--- src/rtl/sram_row_packer.sv ---
// ============================================================================
// Module      : sram_row_packer
// Description : Packs LANES x DW-bit stream words into ROW-bit SRAM rows and
//               issues one active-low write strobe per completed/flushed row.
//               Optional feature macro: PACKER_WRAP_EN (circular row pointer).
// Revision    : 1.0 - initial release
// ============================================================================
`default_nettype none

module sram_row_packer #(
    parameter int DW    = 16,
    parameter int LANES = 8,
    parameter int AW    = 11,
    parameter int DEPTH = 2048
) (
    input  logic                  clk,
    input  logic                  reset,
    input  logic [DW-1:0]         in_data,
    input  logic                  in_valid,
    output logic                  in_ready,
    input  logic                  start,
    input  logic                  flush,
    output logic [DW*LANES-1:0]   sram_D,
    output logic                  sram_CEN,
    output logic                  sram_WEN,
    output logic [AW-1:0]         sram_A2,
    output logic [AW:0]           rows_written,
    output logic                  full
);

    localparam int ROW = DW * LANES;
    localparam int LW  = (LANES > 1) ? $clog2(LANES) : 1;

    localparam logic [LW-1:0] LAST_LANE = LW'(LANES - 1);
    localparam logic [AW-1:0] LAST_ROW  = AW'(DEPTH - 1);
    localparam logic [AW:0]   DEPTH_CNT = (AW+1)'(DEPTH);

    typedef enum logic [0:0] {
        FILL  = 1'b0,
        WRITE = 1'b1
    } state_t;

    state_t          state, state_n;
    logic [LW-1:0]   lane_cnt, lane_n;
    logic [AW-1:0]   wr_ptr, ptr_n;
    logic [ROW-1:0]  row_buf, row_n;
    logic [ROW-1:0]  d_n;
    logic [AW-1:0]   a_n;
    logic            strobe_n;
    logic [AW:0]     rows_n;
    logic            full_n;
    logic            xfer;
    logic [31:0]     lane_base;

    assign in_ready  = (state == FILL) & ~full;
    assign xfer      = in_valid & in_ready;
    assign lane_base = 32'(lane_cnt) * 32'(DW);

    always_comb begin
        state_n  = state;
        lane_n   = lane_cnt;
        ptr_n    = wr_ptr;
        row_n    = row_buf;
        rows_n   = rows_written;
        full_n   = full;
        d_n      = sram_D;
        a_n      = sram_A2;
        strobe_n = 1'b1;

        case (state)
            FILL: begin
                if (start) begin
                    lane_n = '0;
                    row_n  = '0;
                    ptr_n  = '0;
                    rows_n = '0;
                    full_n = 1'b0;
                end else begin
                    if (xfer) begin
                        row_n[lane_base +: DW] = in_data;
                        lane_n = lane_cnt + 1'b1;
                    end
                    // A coincident word is merged before a flush is considered.
                    if ((xfer && lane_cnt == LAST_LANE) ||
                        (flush && !full && (xfer || lane_cnt != '0))) begin
                        d_n      = row_n;
                        a_n      = wr_ptr;
                        strobe_n = 1'b0;
                        lane_n   = '0;
                        state_n  = WRITE;
                    end
                end
            end

            WRITE: begin
                state_n = FILL;
                row_n   = '0;
                if (start) begin
                    lane_n = '0;
                    ptr_n  = '0;
                    rows_n = '0;
                    full_n = 1'b0;
                end else begin
                    ptr_n = (wr_ptr == LAST_ROW) ? '0 : wr_ptr + 1'b1;
`ifdef PACKER_WRAP_EN
                    rows_n = (rows_written == DEPTH_CNT) ? rows_written
                                                         : rows_written + 1'b1;
                    full_n = 1'b0;
`else
                    rows_n = rows_written + 1'b1;
                    full_n = ((rows_written + 1'b1) == DEPTH_CNT);
`endif
                end
            end

            default: state_n = FILL;
        endcase
    end

    always_ff @(posedge clk or posedge reset) begin
        if (reset) begin
            state        <= FILL;
            lane_cnt     <= '0;
            wr_ptr       <= '0;
            row_buf      <= '0;
            rows_written <= '0;
            full         <= 1'b0;
            sram_D       <= '0;
            sram_A2      <= '0;
            sram_CEN     <= 1'b1;
            sram_WEN     <= 1'b1;
        end else begin
            state        <= state_n;
            lane_cnt     <= lane_n;
            wr_ptr       <= ptr_n;
            row_buf      <= row_n;
            rows_written <= rows_n;
            full         <= full_n;
            sram_D       <= d_n;
            sram_A2      <= a_n;
            sram_CEN     <= strobe_n;
            sram_WEN     <= strobe_n;
        end
    end

endmodule

`default_nettype wire

--- config.mk ---
export PLATFORM = sky130hd
export DESIGN_NAME = sram_row_packer
export DESIGN_NICKNAME = d
export VERILOG_FILES = /design/src/rtl/sram_row_packer.sv
export SDC_FILE = /design/constraint.sdc
export NUM_CORES = 1
export LEC_CHECK = 0
export BUFFER_PORTS_ARGS = -buffer_cell sky130_fd_sc_hd__buf_4
export CELL_PAD_IN_SITES_DETAIL_PLACEMENT = 2
export CELL_PAD_IN_SITES_GLOBAL_PLACEMENT = 2
export CORE_MARGIN = 3
export CORE_UTILIZATION = 37
export DETAILED_ROUTE_END_ITERATION = 10
export PLACE_DENSITY = 0.9
export SYNTH_ARGS = -nofsm -noshare
export SYNTH_HDL_FRONTEND = slang
export SYNTH_SLANG_ARGS = --single-unit
--- constraint.sdc ---
create_clock -name clk -period 10.3 [get_ports clk]
set_clock_uncertainty 0.2 [all_clocks]
set_input_delay 1.03 -clock clk [delete_from_list [all_inputs] [get_ports clk]]
set_output_delay 1.03 -clock clk [all_outputs]
set_load 0.02 [all_outputs]
==> impl_metrics.env, run 1 <==
export IMPL_grt_antenna_before_repair=1
export IMPL_peakVddDrop_uv=157.2
export IMPL_post_place_ws_ps=6042
export IMPL_htree_levels=2
export IMPL_reg2regPathDepth=10
export IMPL_slew_viol_final=0
export IMPL_core_area_mm2=0.03107
export IMPL_die_w_um=185.0
export IMPL_grt_max_degree=163
export IMPL_syn_nets=1080
export IMPL_yosysTopAreaCellShare_pct=62.24
export IMPL_cts_buffer_depth=3
export IMPL_grt_overflow_total=0
export IMPL_rsz0062_at_grt="false"
export IMPL_clkTransAtPathRegs_ps=60
export IMPL_worstMarginPinSlew_ps=1214
export IMPL_boundaryPins=176
export IMPL_criticalPathCategory="flop to flop"
export IMPL_start_util_pct=38.17
export IMPL_clk_latency_ps=510
export IMPL_status="complete, no violations"
export IMPL_setup_tns_ps=0
export IMPL_routed_via_density=5.295
export IMPL_io_buffers=175
export IMPL_synth_cell_types=49
export IMPL_worstSetupEndpointType="flop"
export IMPL_final_nets=1226
export IMPL_max_freq_mhz=227.0
export IMPL_post_drt_wl_per_cell_um=23.58
export IMPL_p_total_mw=4.086
export IMPL_yosysMostFrequentCell="dfrtp_1"
export IMPL_design_area_mm2=0.01450
export IMPL_synthArstFlopShare_pct=100.0
export IMPL_post_cts_setup_buffer_count=0
export IMPL_drcViolationCount=0
export IMPL_cts_resized=0
export IMPL_ys_ff_latch=296
export IMPL_hold_path_class="flop to flop"
export IMPL_cp_data_required_time_ps=10500
export IMPL_yosysWarnings=0
export IMPL_cp_cell_sequence="inv_1 -> ha_1 -> ha_1 -> nand2b_1 -> a21oi_1 -> nand2_1 -> inv_8 -> buf_4 -> nor2_1 -> a21oi_1"
export IMPL_synth_ff_type="dfrtp_1"
export IMPL_period_share_pct=42.77
export IMPL_netlist_instances=1051
export IMPL_rows=64
export IMPL_slew_headroom_pct=18.95
export IMPL_drive_gt1_share_pct=22.26
export IMPL_p_leak_nw=6.926
export IMPL_ant_nets=0
export IMPL_synth_edff_count=0
export IMPL_post_dp_cell_area_mm2=0.01340
export IMPL_synth_area_mm2=0.01186
export IMPL_critical_path_top_delay_family="buffers and inverters"
export IMPL_grt_pass1_wl_mm=59.82
export IMPL_finalHoldViolations=0
export IMPL_yosysSeqAreaShare_pct=62.46
export IMPL_area_delta_synth_final_pct=22.28
export IMPL_numCtsBuffers=34
export IMPL_grt_pass1_vias=9715
export IMPL_power_density_mw_per_mm2=281.8
export IMPL_path_depth=10
export IMPL_cts_hold_buf=0
export IMPL_cts_tree="done"
export IMPL_cp_start_kind="flop"
export IMPL_setup_violations=0
export IMPL_die_area_mm2=0.03424
export IMPL_die_y_um=185.0
export IMPL_firstDrtPassIters=4
export IMPL_path_buf_inv=3
export IMPL_max_stage_delay_ps=970
export IMPL_clock_tree_root_cell="clkbuf_16"
export IMPL_synth_common_cells="295 x dfrtp_1, 279 x nor2_1, 128 x mux2i_1"
export IMPL_grtUsageTotal_pct=22.68
export IMPL_fin_crit_ps=4405
export IMPL_fin_cells=1618
export IMPL_slowest_stage="buf_4"
export IMPL_layout_setup_ws_ps=5895
export IMPL_hpwl_mm=24.07
export IMPL_cp_max_fo=162
export IMPL_drt_initial_drc_count=519
export IMPL_synth_area_top_cells="dfrtp_1 62%, mux2i_1 11%, nor2_1 8.8%, a21oi_1 5.3%, buf_2 1.4%"
export IMPL_diodes=0
export IMPL_dp_cells=1557
export IMPL_syn_avg_cell_area_um2=11.28
export IMPL_totalWireLength_mm=38.15
export IMPL_gp_congestion=0.7775
export IMPL_crit_arrival_ps=4610
export IMPL_hold_path_cell_count=2
export IMPL_max_cap_violations=0
export IMPL_yosysTopAreaCell="dfrtp_1"
export IMPL_vias=8567
export IMPL_clock_sinks=296
==> cell families after synthesis <==
family,after synthesis,synth area share [%]
xor+xnor,17,1.255
fa+ha+maj,8,0.8440
compound gates,156,7.427
simple gates,353,12.74
mux,141,12.04
buf+inv,80,3.228
flops,296,62.46
==> final cells by class <==
class	instances	area, um2
clock buffers	54	1037
repair buffers	183	1374
fillers	3144	16570
inverters	7	41.29
well taps	396	495.5
clock inverters	7	63.81
multi-input cells	675	4083
flip-flops and latches	296	7408
==> cell usage in the layout (no fill, tap or decap), types with 2 or more instances in the layout <==
master	n
ha_1	8
clkbuf_1	10
nor4b_2	2
or3_1	2
and3_1	7
a22o_1	4
and2_1	6
a31oi_1	5
nand4_1	6
nor4_4	2
mux2_2	13
inv_8	2
dfrtp_1	295
nand2b_1	5
xor2_1	14
xnor2_1	3
nor3_1	4
clkbuf_8	9
a21oi_1	125
a21oi_2	10
clkbuf_16	35
inv_1	5
nand2_1	24
nor2_1	279
buf_4	183
mux2i_1	128
o211ai_1	3
nor2_2	2
nand3_1	5
clkinv_2	5
==> per-stage QoR <==
step | utilization (%) | hold WS [ps]
after floorplan | - | 275.6
after global placement | 43.13 | 294.9
after detailed placement | 43.13 | 306.2
after CTS | 46.68 | 319.2
after global routing | 46.68 | 337.4
final | 46.68 | 314.4
==> metal layers <==
metal | vias to the layer above | global-route usage, % | part of all wire (%)
met5 | - | 0 | 0
met4 | 0 | 5.132 | 2.0
met3 | 52 | 3.456 | 4.3
met2 | 189 | 39.74 | 51
met1 | 4516 | 29.88 | 43
li1 | 3810 | - | -
==> registers in the layout (all words and copies together) (netlist names) <==
register	cells
state	1
lane_cnt	3
sram_A2	11
full	1
sram_D	128
row_buf	128
wr_ptr	11
rows_written	12
sram_WEN	1
==> worst paths after layout <==
kind | startpoint | to | slack, ps
worst max-delay path | lane_cnt[0]$_DFFE_PP0P_ | sram_D[116]$_DFFE_PP0P_ | 5890
worst min-delay path | row_buf[24]$_DFF_PP0_ | row_buf[24]$_DFF_PP0_ | 310
worst max register to register | lane_cnt[0]$_DFFE_PP0P_ | sram_D[116]$_DFFE_PP0P_ | 5890
worst min register to register | row_buf[24]$_DFF_PP0_ | row_buf[24]$_DFF_PP0_ | 310
max in group asynchronous | reset | row_buf[53]$_DFF_PP0_ | 7670
min in group asynchronous | reset | rows_written[5]$_DFFE_PP0P_ | 550
==> report_power, final <==
group / switching, mW / total (mW) / internal [mW] / leakage, nW
combinational: 0.769 / 1.25 / 0.485 / 2.53
sequential: 0.214 / 1.64 / 1.43 / 3.85
clock: 0.472 / 1.19 / 0.716 / 0.546
==> worst reg2reg max path, cell delays in order (launching register included) <==
cell and delay, ps:
dfrtp_1 530, inv_1 190, ha_1 280, ha_1 230, nand2b_1 180, a21oi_1 270
nand2_1 220, inv_8 670, buf_4 1130, nor2_1 170, a21oi_1 240
Power figures use the tool's default switching activity.
==> run 2: changes to the inputs <==
Settings changed: ABC_AREA set to 1, CORE_UTILIZATION 37 to 31, PLACE_DENSITY 0.9 to 0.86.
Clock period 10.3 ns to 3.8 ns, I/O delays scaled along.
==> run 2 against run 1 <==
Setup slack worse by 5100 ps. First-iteration DRC count decreased by 7.1%. Sequential share of layout area shrank 2.2 points. Synthesized cell count is 32% higher. Synthesized area is 3.6% higher. Clock-buffer cell count is 1 higher. Fmax rose by 48%. Largest power group unchanged. Final area up 4.5%. Total power is 94% higher.
==> impl_metrics.env, run 2 <==
export IMPL_area_delta_synth_final_pct=23.33
export IMPL_yosysSeqAreaShare_pct=60.27
export IMPL_synthArstFlopShare_pct=100.0
export IMPL_start_util_pct=31.58
export IMPL_clk_latency_ps=500
export IMPL_routed_via_density=4.850
export IMPL_synth_area_mm2=0.01229
export IMPL_slew_viol_final=0
export IMPL_grt_max_degree=167
export IMPL_vias=10112
export IMPL_boundaryPins=176
export IMPL_cp_cell_sequence="inv_2 -> ha_1 -> ha_1 -> inv_1 -> nand2_1 -> nor2_1 -> nand4_1 -> buf_4 -> o21ai_1 -> o21ai_1"
export IMPL_synth_ff_type="dfrtp_1"
export IMPL_slew_headroom_pct=43.52
export IMPL_clock_tree_root_cell="clkbuf_16"
export IMPL_hpwl_mm=27.18
export IMPL_hold_path_class="input pin to flop"
export IMPL_rsz0062_at_grt="false"
export IMPL_yosysWarnings=0
export IMPL_diodes=0
export IMPL_firstDrtPassIters=4
export IMPL_drive_gt1_share_pct=16.72
export IMPL_finalHoldViolations=0
export IMPL_numCtsBuffers=35
export IMPL_clock_sinks=296
export IMPL_post_dp_cell_area_mm2=0.01403
export IMPL_drt_initial_drc_count=482
export IMPL_grt_overflow_total=0
export IMPL_multi_input_area_mm2=0.003985
export IMPL_netlist_instances=1391
export IMPL_synth_common_cells="388 x nand2_1, 295 x dfrtp_1, 155 x nor2_1"
export IMPL_cts_tree="done"
export IMPL_gp_congestion=0.8026
export IMPL_post_drt_wl_per_cell_um=19.98
export IMPL_status="complete, no violations"
export IMPL_yosysTopAreaCell="dfrtp_1"
export IMPL_die_y_um=205.1
export IMPL_cp_max_fo=17
export IMPL_yosysMostFrequentCell="nand2_1"
export IMPL_synth_area_top_cells="dfrtp_1 60%, nand2_1 12%, o21ai_1 5.0%, nor2_1 4.7%, o21ai_0 4.5%"
export IMPL_design_area_mm2=0.01516
export IMPL_core_area_mm2=0.03892
export IMPL_final_nets=1575
export IMPL_final_common_cell="nand2_1"
export IMPL_most_common_layout_cells="388 x nand2_1, 295 x dfrtp_1, 183 x buf_4"
export IMPL_worstMarginPinSlew_ps=847.3
export IMPL_cp_start_kind="flop"
export IMPL_yosysTopAreaCellShare_pct=60.06
export IMPL_max_stage_delay_ps=640
export IMPL_crit_arrival_ps=3140
export IMPL_syn_nets=1420
export IMPL_regArea_mm2=0.007408
export IMPL_grt_antenna_before_repair=0
export IMPL_ys_ff_latch=296
export IMPL_reg_top3="row_buf x128, sram_D x128, rows_written x12"
export IMPL_drcViolationCount=0
export IMPL_totalWireLength_mm=41.65
export IMPL_htree_levels=2
export IMPL_worstSetupEndpointType="flop"
export IMPL_setup_violations=0
export IMPL_grtUsageTotal_pct=19.95
export IMPL_p_leak_nw=7.560
export IMPL_layout_setup_ws_ps=821.9
export IMPL_die_area_mm2=0.04208
export IMPL_peakVddDrop_uv=261.2
export IMPL_grt_pass1_wl_mm=65.99
export IMPL_die_w_um=205.1
export IMPL_period_share_pct=78.37
export IMPL_criticalPathCategory="flop to flop"
export IMPL_slowest_stage="nand4_1"
export IMPL_syn_avg_cell_area_um2=8.837
export IMPL_synth_edff_count=0
export IMPL_max_cap_violations=0
export IMPL_grt_pass1_vias=11444
export IMPL_power_density_mw_per_mm2=522.6
export IMPL_max_freq_mhz=335.8
export IMPL_cp_data_required_time_ps=3960
export IMPL_cts_buffer_depth=3
export IMPL_fin_crit_ps=2978
export IMPL_synth_cell_types=34
export IMPL_num_fill_cells=4367
export IMPL_post_place_ws_ps=829.8
export IMPL_ant_nets=0
export IMPL_rows=72
export IMPL_clkTransAtPathRegs_ps=60
export IMPL_io_buffers=175
-- run 2: changes by cell type in the layout (fill, tap and decap cells not counted), moves of 100 or more --
cell,previous run,this run
a21oi_1,125,25
inv_1,5,126
mux2i_1,128,0
nand2_1,24,388
nor2_1,279,154
o21ai_0,1,111
o21ai_1,0,124
-- run 2: cell type report --
type,count,share of cell area [%]
Tap cell,518,4.275
Clock buffer,55,6.883
Multi-Input combinational cell,888,26.29
Clock inverter,3,0.4292
Timing Repair Buffer,190,9.855
Sequential cell,296,48.87
Inverter,135,3.400
-- run 2: metal layers --
| metal | track usage, % | vias up | wire (um) |
|---|---|---|---|
| li1 | - | 4686 | - |
| met1 | 26.45 | 5177 | 18570 |
| met2 | 34.28 | 189 | 20490 |
| met3 | 2.908 | 60 | 1543 |
| met4 | 5.199 | 0 | 1049 |
| met5 | 0 | - | 0 |
-- run 2: logic make-up (layout without fill, tap and decap cells) --
| logic type | Yosys count | count (layout) | share of synthesized area (%) |
|---|---|---|---|
| buffers and inverters | 207 | 383 | 7.400 |
| adder cells (fa/ha/maj) | 8 | 8 | 0.8144 |
| AO/OA/AOI/OAI | 285 | 285 | 12.15 |
| XOR/XNOR | 6 | 6 | 0.4275 |
| AND/OR/NAND/NOR | 589 | 589 | 18.93 |
| flip-flops | 296 | 296 | 60.27 |
-- run 2: report_power, final --
group	switching (mW)	total, mW	internal, mW
logic	0.817	1.17	0.348
clock network	1.30	3.31	2.01
registers	0.115	3.45	3.33
total	2.23	7.92	5.69
-- run 2: metrics by stage --
stage          utilization (%)  hold slack, ps  std cells  TNS [ps]  power (mW)
4_1_cts                  38.95           24.56       2085         0       8.053
6_report                 38.95           37.19       2085         0       7.922
3_3_place_gp             36.05           123.0       2025         0       4.631
2_1_floorplan                -           271.7       1391   -209540       4.181
3_5_place_dp             36.05           124.6       2025         0       4.682
5_1_grt                  38.95           41.21       2085         0       8.306
-- run 2: timing repair --
| action | 4_1_cts | 5_1_grt |
|---|---|---|
| hold endpoints to repair | 51 | 0 |
| buffers inserted | 0 | 0 |
| hold buffers | 2 | 0 |
| resized for setup | 0 | 0 |
-- run 2: worst paths after layout --
check                                        start                endpoint  slack (ps)  depth (start not counted)
min in group asynchronous                    reset  sram_D[80]$_DFFE_PP0P_         170                          3
max                        lane_cnt[0]$_DFFE_PP0P_  sram_D[76]$_DFFE_PP0P_         820                         10
min reg2reg                 sram_D[32]$_DFFE_PP0P_  sram_D[32]$_DFFE_PP0P_         280                          2
min                                     in_data[6]   row_buf[70]$_DFF_PP0_          40                          3
max in group asynchronous                    reset  sram_D[12]$_DFFE_PP0P_        2380                          4
max reg2reg                lane_cnt[0]$_DFFE_PP0P_  sram_D[76]$_DFFE_PP0P_         820                         10
-- run 2: critical path, delay by kind of cell (launching register included) --
kind,cells,cell delay [ps]
simple gates,3,830
fa+ha+maj,2,430
compound gates,2,280
buf+inv,3,640
flops,1,460
==> run 3: changes to the inputs <==
Clock period 3.8 ns to 2.69 ns, I/O delays scaled along.
==> run 3 against run 2 <==
Critical path depth is 2 lower. Hold slack gained 37 ps. Register-to-register slack lost 680 ps. First-iteration DRC count is 22% higher. Final area is 2.6% higher. Fmax up 17%. Clock power is 50% higher. Flip-flop and latch count unchanged. Critical path type unchanged. Highest routed layer is now met5.
==> impl_metrics.env, run 3 (synthesized netlist as in run 2, its figures left out) <==
export IMPL_grtUsageTotal_pct=20.96
export IMPL_multi_input_area_mm2=0.003988
export IMPL_rsz0062_at_grt="false"
export IMPL_use_met3_pct=3.146
export IMPL_post_place_ws_ps=-23.68
export IMPL_firstDrtPassIters=4
export IMPL_routed_via_density=4.897
export IMPL_layout_setup_ws_ps=144.7
export IMPL_cp_data_required_time_ps=2860
export IMPL_hold_path_class="input pin to async pin"
export IMPL_criticalPathCategory="flop to flop"
export IMPL_crit_start="lane_cnt[0]$_DFFE_PP0P_"
export IMPL_cts_buffer_depth=3
export IMPL_clockPowerShare_pct=42.9
export IMPL_cp_start_kind="flop"
export IMPL_p_int_mw=8.287
export IMPL_clock_sinks=296
export IMPL_slew_viol_final=0
export IMPL_critPathCapture="row_buf[43]$_DFF_PP0_"
export IMPL_swShare_pct=28.47
export IMPL_ant_nets=0
export IMPL_die_area_mm2=0.04208
export IMPL_power_frac_comb_pct=14.9
export IMPL_reg_top3="row_buf x128, sram_D x128, rows_written x12"
export IMPL_gp_congestion=0.7985
export IMPL_r2r_end="row_buf[43]$_DFF_PP0_"
export IMPL_grt_pass1_wl_mm=68.56
export IMPL_regArea_mm2=0.007410
export IMPL_slew_headroom_pct=59.79
export IMPL_cts_tree="done"
export IMPL_fin_crit_ps=2545
export IMPL_totalWireLength_mm=44.11
export IMPL_clk_latency_ps=520
export IMPL_grt_overflow_total=0
export IMPL_busiest_layer="met2"
export IMPL_drt_initial_drc_count=588
export IMPL_most_common_layout_cells="388 x nand2_1, 294 x dfrtp_1, 191 x buf_4"
export IMPL_r2r_setup_slack_ps=140
export IMPL_drcViolationCount=0
export IMPL_post_drt_wl_per_cell_um=20.83
export IMPL_peakVddDrop_uv=386.4
export IMPL_clock_tree_root_cell="clkbuf_16"
export IMPL_htree_levels=2
export IMPL_period_share_pct=94.62
export IMPL_seqPwrFrac_pct=42.2
export IMPL_area_delta_synth_final_pct=26.50
export IMPL_boundaryPins=176
export IMPL_status="complete, no violations"
export IMPL_worstSetupEndpointType="flop"
export IMPL_diodes=0
export IMPL_start_util_pct=31.58
export IMPL_power_switching_mw=3.298
export IMPL_design_area_mm2=0.01555
export IMPL_hpwl_mm=28.76
export IMPL_io_buffers=175
export IMPL_vias=10368
export IMPL_met2_usage_pct=36.56
export IMPL_reg2regPathDepth=8
export IMPL_num_fill_cells=4283
export IMPL_r2r_start="lane_cnt[0]$_DFFE_PP0P_"
export IMPL_setup_violations=0
export IMPL_grt_antenna_before_repair=2
export IMPL_grt_max_degree=108
export IMPL_numCtsBuffers=35
export IMPL_grt_pass1_vias=11739
export IMPL_power_density_mw_per_mm2=745.1
export IMPL_post_dp_cell_area_mm2=0.01414
export IMPL_max_cap_violations=0
export IMPL_worstMarginPinSlew_ps=603.2
export IMPL_die_y_um=205.1
export IMPL_final_common_cell="nand2_1"
export IMPL_die_w_um=205.1
export IMPL_grt_use_met1_pct=27.10
export IMPL_max_freq_mhz=392.9
export IMPL_rows=72
export IMPL_crit_arrival_ps=2720
export IMPL_clkTransAtPathRegs_ps=70
export IMPL_finalHoldViolations=0
export IMPL_core_area_mm2=0.03892
export IMPL_drive_gt1_share_pct=17.76
export IMPL_p_leak_nw=7.745
export IMPL_final_nets=1602
export IMPL_cp_max_fo=30
==> run 3: cell type report <==
type,count,area share [%]
inverter,135,3.348
timing repair buffer,217,11.51
multi-input combinational,888,25.65
sequential,296,47.65
clock inverter,12,1.062
clock buffer,51,6.615
tap,518,4.168
==> run 3: through the flow <==
step | TNS, ps | cells | power, mW | hold slack [ps] | utilization (%)
finish | 0 | 2117 | 11.58 | 74.67 | 39.95
global route | 0 | 2117 | 12.10 | 103.2 | 39.95
CTS | 0 | 2117 | 11.69 | 70.57 | 39.89
detailed placement | -62.77 | 2035 | 6.655 | 59.07 | 36.34
global placement | 0 | 2035 | 6.569 | 63.43 | 36.34
floorplan | -504900 | 1391 | 5.906 | 233.6 | -
==> run 3: routing by layer <==
layer | share of wire (%) | vias up | wire (um)
li1 | - | 4760 | -
met1 | 44 | 5341 | 19390
met2 | 50 | 195 | 22020
met3 | 3.4 | 70 | 1489
met4 | 2.7 | 2 | 1187
met5 | 0.032 | - | 14
==> run 3: worst min-delay path by stage <==
stage,from,endpoint,slack [ps],cells past startpoint
floorplan,in_data[2],row_buf[18]$_DFF_PP0_,230,2
global placement,reset,sram_D[116]$_DFFE_PP0P_,60,2
detailed placement,reset,sram_D[116]$_DFFE_PP0P_,60,2
CTS,reset,sram_D[66]$_DFFE_PP0P_,70,3
global route,reset,row_buf[115]$_DFF_PP0_,100,3
finish,reset,row_buf[115]$_DFF_PP0_,70,3
==> run 3: power by group through the flow <==
stage               registers (mW)  clock network [mW]  logic, mW
floorplan                     5.14                   0      0.765
global placement              4.95                   0       1.62
detailed placement            4.96                   0       1.70
CTS                           4.89                5.07       1.73
global route                  4.92                5.28       1.90
finish                        4.89                4.97       1.72
==> run 3: repair_timing <==
action | in CTS | in global routing
endpoints found under the setup margin | 1 | 135
pin swaps | 1 | 0
hold buffers | 18 | 0
buffers inserted | 1 | 0
resized for setup | 0 | 10
endpoints found under the hold margin | 222 | 0
==> run 3: critical path, stage by stage (launching register included) <==
cell and delay (ps):
dfrtp_2 440, inv_4 80, ha_2 440, inv_2 90
nor2_2 180, nand4_1 180, buf_4 280, o21ai_0 330
nor2_1 170
